===== config.mk =====
export PLATFORM = sky130hd
export DESIGN_NAME = instruction_register_flat
export DESIGN_NICKNAME = d
export VERILOG_FILES = /design/src/rtl/instruction_register_if.sv /design/src/rtl/instruction_register.sv /design/src/flat_wrapper.sv
export SDC_FILE = /design/constraint.sdc
export NUM_CORES = 1
export LEC_CHECK = 0
export CORE_MARGIN = 8
export CORE_UTILIZATION = 35
export CTS_CLUSTER_DIAMETER = 100
export DETAILED_ROUTE_END_ITERATION = 6
export SYNTH_ARGS = -nofsm -noshare
export SYNTH_HDL_FRONTEND = slang
export SYNTH_SLANG_ARGS = --single-unit

===== constraint.sdc =====
create_clock -name clk -period 2.25 [get_ports clk]
set_clock_uncertainty 0.05 [all_clocks]
set_input_delay 0.5625 -clock clk [delete_from_list [all_inputs] [get_ports clk]]
set_output_delay 0.5625 -clock clk [all_outputs]
set_load 0.01 [all_outputs]

===== src/rtl/instruction_register_if.sv =====
// instruction_register_if: ROM fetch bus between controller and instruction register
interface instruction_register_if #(
  parameter int DATA_W = 8,
  parameter int CNT_W  = 8
);
  logic [DATA_W-1:0]   data;
  logic [1:0]          fetch;
  logic                rom_ena;
  logic                rom_read;
  logic [2:0]          ins;
  logic [2*DATA_W-4:0] ad_ir;
  logic                phase;
  logic                ins_valid;
  logic                opr_valid;
  logic                halted;
  logic [CNT_W-1:0]    fetch_cnt;
  modport master (
    output data, fetch, rom_ena, rom_read,
    input  ins, ad_ir, phase, ins_valid, opr_valid, halted, fetch_cnt
  );
  modport slave (
    input  data, fetch, rom_ena, rom_read,
    output ins, ad_ir, phase, ins_valid, opr_valid, halted, fetch_cnt
  );
endinterface


===== src/rtl/instruction_register.sv =====
// instruction_register: captures opcode/operand bytes from ROM for the CPU controller
module instruction_register #(
  parameter int DATA_W = 8,
  parameter int CNT_W  = 8
) (
  input logic clk,
  input logic rst,
  instruction_register_if.slave bus
);
  logic [2*DATA_W-1:0] ir;
  logic                phase;
  logic                ins_valid;
  logic                opr_valid;
  logic                halted;
  logic [CNT_W-1:0]    fetch_cnt;
  logic                cap;
  logic [2:0]          op;
  logic                op_long;
  // capture only on a genuine ROM fetch; register-read fetch codes lack rom_read
  always_comb begin
    cap     = (bus.fetch == 2'b01) & bus.rom_ena & bus.rom_read & ~halted;
    op      = bus.data[DATA_W-1 -: 3];
    op_long = ~op[2] & |op[1:0];
  end
  // opcode byte fills the high half and clears the low half; operand byte fills the low half
  always_ff @(posedge clk or posedge rst) begin
    if (rst) begin
      ir        <= '0;
      phase     <= 1'b0;
      ins_valid <= 1'b0;
      opr_valid <= 1'b0;
      halted    <= 1'b0;
      fetch_cnt <= '0;
    end else if (cap) begin
      if (!phase) begin
        ir        <= {bus.data, {DATA_W{1'b0}}};
        ins_valid <= 1'b1;
        opr_valid <= 1'b0;
        fetch_cnt <= fetch_cnt + CNT_W'(1);
        phase     <= op_long;
        halted    <= &op;
      end else begin
        ir[DATA_W-1:0] <= bus.data;
        opr_valid      <= 1'b1;
        phase          <= 1'b0;
      end
    end
  end
  assign bus.ins       = ir[2*DATA_W-1 -: 3];
  assign bus.ad_ir     = ir[2*DATA_W-4:0];
  assign bus.phase     = phase;
  assign bus.ins_valid = ins_valid;
  assign bus.opr_valid = opr_valid;
  assign bus.halted    = halted;
  assign bus.fetch_cnt = fetch_cnt;
endmodule


===== src/flat_wrapper.sv =====
// flat-port wrapper written by rule: the top's interface ports become plain ports
module instruction_register_flat 
#(
  parameter int DATA_W = 8,
  parameter int CNT_W  = 8
)
  (clk, rst, bus_data, bus_fetch, bus_rom_ena, bus_rom_read, bus_ins, bus_ad_ir, bus_phase, bus_ins_valid, bus_opr_valid, bus_halted, bus_fetch_cnt);
  instruction_register_if #(.DATA_W(DATA_W), .CNT_W(CNT_W)) bus_i ();
  input logic clk;
  input logic rst;
  input wire logic [$bits(bus_i.data)-1:0] bus_data;
  input wire logic [$bits(bus_i.fetch)-1:0] bus_fetch;
  input wire logic [$bits(bus_i.rom_ena)-1:0] bus_rom_ena;
  input wire logic [$bits(bus_i.rom_read)-1:0] bus_rom_read;
  output wire logic [$bits(bus_i.ins)-1:0] bus_ins;
  output wire logic [$bits(bus_i.ad_ir)-1:0] bus_ad_ir;
  output wire logic [$bits(bus_i.phase)-1:0] bus_phase;
  output wire logic [$bits(bus_i.ins_valid)-1:0] bus_ins_valid;
  output wire logic [$bits(bus_i.opr_valid)-1:0] bus_opr_valid;
  output wire logic [$bits(bus_i.halted)-1:0] bus_halted;
  output wire logic [$bits(bus_i.fetch_cnt)-1:0] bus_fetch_cnt;
  assign bus_i.data = bus_data;
  assign bus_i.fetch = bus_fetch;
  assign bus_i.rom_ena = bus_rom_ena;
  assign bus_i.rom_read = bus_rom_read;
  assign bus_ins = bus_i.ins;
  assign bus_ad_ir = bus_i.ad_ir;
  assign bus_phase = bus_i.phase;
  assign bus_ins_valid = bus_i.ins_valid;
  assign bus_opr_valid = bus_i.opr_valid;
  assign bus_halted = bus_i.halted;
  assign bus_fetch_cnt = bus_i.fetch_cnt;
  instruction_register #(.DATA_W(DATA_W), .CNT_W(CNT_W)) u_core (.clk(clk), .rst(rst), .bus(bus_i));
endmodule

==> summary.md <==
| Metric | Value |
|---|---|
| Clock sinks | 28 |
| Mapped cell area | between 1000 and 1500 um^2 |
| Fin Hold WS | around 0.43 ns |
| Initial Utilization | 36.6% |
| Largest net degree at the start of global routing | 29 |
| Power per Cell Area | between 900 and 1000 nW/um^2 |
| Register bit total from synthesis | 28 |
| DP HPWL | roughly 2100 um |
| Critical path class | register to primary output |
| Register area share after synthesis | 57.3% |
| R2R cell count | 3 |
| RSZ-0062 raised after global routing | no |
| Routed wire length | between 2000 and 3000 um |
| Antenna cells | 0 |
| Num CTS Buffers | 3 |
| CTS Buffer Depth | 2 |
| Worst R2R End | u_core.ir[8] |
| Fin. Hold Viols | 0 |
| Hold Path Cell Cnt | 1 |
| Max-cap violations | 0 |
| CTS root buf | clkbuf_4 |
| Clock Latency Late Sink | around 0.32 ns |
| Critical Path RT | 1.64 ns |
| Fin crit period | 2.13 ns |
| Internal power | around 1.1 mW |
| Nets | 160 |
| Most frequent cells in the layout | clkdlybuf4s50_1, dfrtp_1, o21ai_0 |
| Filler cell count | 317 |
| Synth area leaders | dfrtp_1, mux2_4, o21ai_0 |
| Setup slack after layout | about 0.12 ns |
| Post-CTS Resized | 0 |
| Synth area leader | dfrtp_1 |
| Clock power frac | between 10% and 20% |
| Layout cell share with drive strength beyond 1 | ~14% |
| Fin. max-slew vios | 0 |
| Post-Synthesis Cells | 102 |
| Max-slew headroom | between 70% and 80% |
| Tcrit/Tclk final | between 90% and 100% |
| Ports | 42 |
| Largest fanout on the critical path | 13 |
| Die width | approximately 75 um |
| H-tree Lvls | 1 |
| Area Overhead vs Synth | 40.0% |
| Switch Pwr | 0.485 mW |
| Vias per inst | about 4.8 |
| Chip height | 75.1 um |
| CTS tree | done |
| Net Sw Frac | between 30 and 40% |
| Setup TNS Final | 0 ns |
| F_max | 470 MHz |
| Post-CTS Hold Fix Bufs | 0 |
| Maximum VDD drop | approximately 400 uV |
| WHS Endpoint | u_core.bus.fetch_cnt[7] |
| Clock transition at path regs | ~0.15 ns |
| Top-area cell type share of the netlist area | between 50% and 60% |
| Grt ovf | 0 |
| Worst Tran Pin Value | between 0.3 and 0.4 ns |
| Routed WL per cell | between 15 and 20 um |
| Syn. warnings | 0 |
| CP startpoint kind | register |
| Mapped Avg Cell Area | about 12 um^2 |
| Vias in the first global route | roughly 970 |
| CP bufs+invs | 1 |
| DR vias | ~900 |
| I/O Buffers | between 40 and 50 |
| Pre-antenna DRT Iters | 4 |
| Post-DRT Antenna Nets | 0 |
| Hold Crit Class | register to register |
| Commonest non-fill, non-tap cell in the layout | clkdlybuf4s50_1 |
| Dpl ws | 0.125 ns |
| Crit path max-delay family | buffers and inverters |
| Setup bufs post-CTS | 0 |
| Final Wtd Congestion | between 0.8 and 0.9 |
| Worst-path cell chain | clkdlybuf4s50_1 |
| First-pass GRT wire length | around 4600 um |
| Die area | about 5600 um^2 |
| CP max-delay cell | clkdlybuf4s50_1 |
| Core region area | ~3300 um^2 |
| Initial drt markers | 80 |
| Worst r2r src | u_core.bus.halted |
| R2r setup slk | about 0.5 ns |
| Lkg Pwr | around 0.76 nW |
| Hold Startpoint | u_core.bus.fetch_cnt[7] |
| Antenna violations before repair | 0 |
| Post-Syn Nets | ~120 |
| Status | finished clean |
| Max stage delay on crit path | around 0.61 ns |
| Type of element capturing the critical path | primary output |
| Distinct cell type count after synthesis | 22 |
| Combinational Power Share | 36.2% |
| DRC | 0 |
| # setup viols final | 0 |
| Rows | 21 |
| CP arrival | ~1.5 ns |
| Seq pwr share | around half |
| GRT Overall Usage | between 10% and 20% |
worst max path at each step:
stage,endpoint,cells after the start,start,slack (ns)
after floorplan,u_core.bus.opr_valid,4,bus_fetch[1],0.61
after global placement,u_core.ir[10],4,bus_fetch[0],0.22
after detailed placement,u_core.bus.fetch_cnt[7],5,bus_fetch[0],0.13
after CTS,bus_halted,1,u_core.bus.halted,0.12
after global routing,bus_halted,1,u_core.bus.halted,0.05
final,bus_halted,1,u_core.bus.halted,0.12
layout make-up:
cell class                      count  area (um^2)  share of cell area (%)
Timing Repair Buffer               44          433                    25.3
Inverter                            3         11.3                   0.658
Clock buffer                        4         36.3                    2.12
Multi-Input combinational cell     65          473                    27.6
Tap cell                           46         57.6                    3.36
Sequential cell                    28          701                    40.9
power groups by stage:
stage / clock (mW) / sequential, mW / combinational [mW]
global placement: 0 / 0.759 / 0.570
global route: 0.270 / 0.773 / 0.611
CTS: 0.252 / 0.752 / 0.578
detailed placement: 0 / 0.758 / 0.577
floorplan: 0 / 0.788 / 0.209
finish: 0.244 / 0.752 / 0.565
metrics by stage:
stage	instances	instance area (um^2)	total power [mW]	util, %
finish	190	1710	1.56	51.3
global route	190	1710	1.65	51.3
detailed placement	186	1680	1.34	50.2
floorplan	102	1220	0.997	-
global placement	186	1680	1.33	50.2
CTS	190	1710	1.58	51.3
flip-flops by register name (all words and copies together), names as in the netlist:
register	cells
u_core.bus.ins_valid	1
u_core.ir	16
u_core.bus.fetch_cnt	8
u_core.bus.opr_valid	1
u_core.bus.halted	1
u_core.bus.phase	1
routing by layer:
layer  vias to the layer above  global-route usage (%)  share of wire, %
met2                        36                    15.6                44
li1                        435                       -                 -
met1                       445                    13.4                45
met3                         2                    4.26               9.8
met5                         -                       0                 0
met4                         0                    3.26              0.52
cell usage after synthesis:
library cell,number
buf_6,2
clkbuf_1,4
dfrtp_1,28
ha_1,1
inv_1,3
mux2_2,3
mux2_4,7
nand2_1,8
nand2b_1,1
nand3_1,4
nand4_1,3
nand4b_4,1
nor2_1,1
nor3_1,3
nor4_1,3
o21ai_0,19
o21bai_1,1
or2_1,1
or2_2,1
or2_4,1
xnor2_1,2
xor2_1,5
cell families after synthesis:
group | synth area share (%)
flops | 57.3
simple gates | 12.9
compound gates | 8.39
mux | 11.4
buf+inv | 3.99
xor+xnor | 5.02
fa+ha+maj | 1.02
Note: power is estimated with default switching activity, not from simulation.
==> patch: new RTL, config.mk and constraints unchanged <==
`CNT_W` is set to 8 in 3 places; all go to 12.
--- a/src/rtl/instruction_register_if.sv
+++ b/src/rtl/instruction_register_if.sv
@@ -3,3 +3,3 @@
   parameter int DATA_W = 8,
-  parameter int CNT_W  = 8
+  parameter int CNT_W  = 12
 );
--- a/src/rtl/instruction_register.sv
+++ b/src/rtl/instruction_register.sv
@@ -3,3 +3,3 @@
   parameter int DATA_W = 8,
-  parameter int CNT_W  = 8
+  parameter int CNT_W  = 12
 ) (
--- a/src/flat_wrapper.sv
+++ b/src/flat_wrapper.sv
@@ -4,3 +4,3 @@
   parameter int DATA_W = 8,
-  parameter int CNT_W  = 8
+  parameter int CNT_W  = 12
 )
Ports: changed (resized bus_fetch_cnt); port bits go from 42 to 46. The function was not compared with the original's and may differ.
==> patch against the unedited design <==
- cell area increased by 17%
- sequential cell count is 4 higher
- die area increased by 7.9%
- wire length grew 11%
- synthesized area rose by 10%
- sequential share of layout area fell by 0.91 points
- utilization grew 2.9 points
- register-to-register slack gained 110 ps
- first-iteration DRC count down 69%
- total power is 14% higher
- setup slack improved by 190 ps
- critical path type unchanged
==> patch: results (changes against the unedited design) <==
[setup_path]
crit_start = u_core.bus.fetch_cnt[3]$_DFFE_PP0P_  ; was u_core.bus.halted$_DFFE_PP0P_
crit_arrival_ps = 1330  ; was 1510 ps
critPathCapture = bus_fetch_cnt[3]  ; was bus_halted
reg2reg_setup_slack_ps = 620  ; was 510 ps
crit_fanout = 7  ; was 13
regToRegEndpoint = u_core.ir[10]$_DFFE_PP0P_  ; was u_core.ir[8]$_DFFE_PP0P_

[power_and_ir_drop]
p_per_area_nw_per_um2 = 888  ; was 912 nW/um^2
p_seq_share_pct = 43.2  ; was 48.2%
p_leak_nw = 0.924  ; was 0.757 nW
p_int_w = 0.00131  ; was 0.00108 W

[clock_tree]
worstSkewPairLatency_ps = 280  ; was 320 ps
htreeDepth = 2  ; was 1
clkTransAtPathRegs_ps = 60  ; was 150 ps

[placement]
dpl_worst_slack_ps = 41.0  ; was 125 ps
place_area_um2 = 1890  ; was 1680 um^2
place.port_buffers = 45  ; was 41
dp.final_hpwl_um = 2360  ; was 2130 um
finalWeightedCongestion = 0.727  ; was 0.850

[finish]
layout-drive-gt1-share_pct = 15.1  ; was 13.9%
postLayoutCoreUtil_pct = 54.2  ; was 51.3%
largestRegisters = u_core.ir x16, u_core.bus.fetch_cnt x12  ; was u_core.ir x16, u_core.bus.fetch_cnt x8

[timing]
fin_ws_ps = 311  ; was 124 ps

[grt]
grtUsageTotal_pct = 11.1  ; was 10.5%
grt_pass1_wl_um = 5440  ; was 4570 um
grt_pass1_vias = 1111  ; was 966

[route]
via_count = 1038  ; was 918
drtIter0Drc = 25  ; was 80
dr.pass1.iters = 3  ; was 4

[status]
status = finished, final reports clean  ; unchanged

[synthesis]
synth_common_cells = dfrtp_1 (32), nand2_1 (24), nand3_1 (14), xnor2_1 (9), mux2_4 (6)  ; was dfrtp_1 (28), o21ai_0 (19), nand2_1 (8), mux2_4 (7), xor2_1 (5)
seq_area_frac_synth_pct = 59.5  ; was 57.3%
synth_cells = 115  ; was 102

==> patch: layout make-up <==
class                           instances  share of cell area [%]
Clock inverter                          2                    1.75
Inverter                                2                   0.375
Timing Repair Buffer                   53                    25.5
Tap cell                               48                    3.00
Sequential cell                        32                    40.0
Clock buffer                            6                    3.63
Multi-Input combinational cell         77                    25.7
==> patch: logic make-up (layout without fill, tap and decap cells) <==
group / after synthesis / after routing / synth area share (%)
xor+xnor: 11 / 11 / 7.16
compound gates: 2 / 2 / 1.12
fa+ha+maj: 1 / 1 / 0.929
mux: 9 / 9 / 9.20
flops: 32 / 32 / 59.5
simple gates: 54 / 54 / 19.8
buf+inv: 6 / 63 / 2.32
==> patch: routing by layer <==
metal	vias to the layer above	routed length, um
li1	494	-
met1	508	1330
met2	36	1500
met3	0	364
met4	0	0
met5	-	0
==> patch: worst register-to-register path, delay by kind of cell, from the launching register on <==
family	cells	cell delay, ps
buffers and inverters	2	400
flip-flops	1	390
multiplexers	1	320
AND/OR/NAND/NOR	1	370
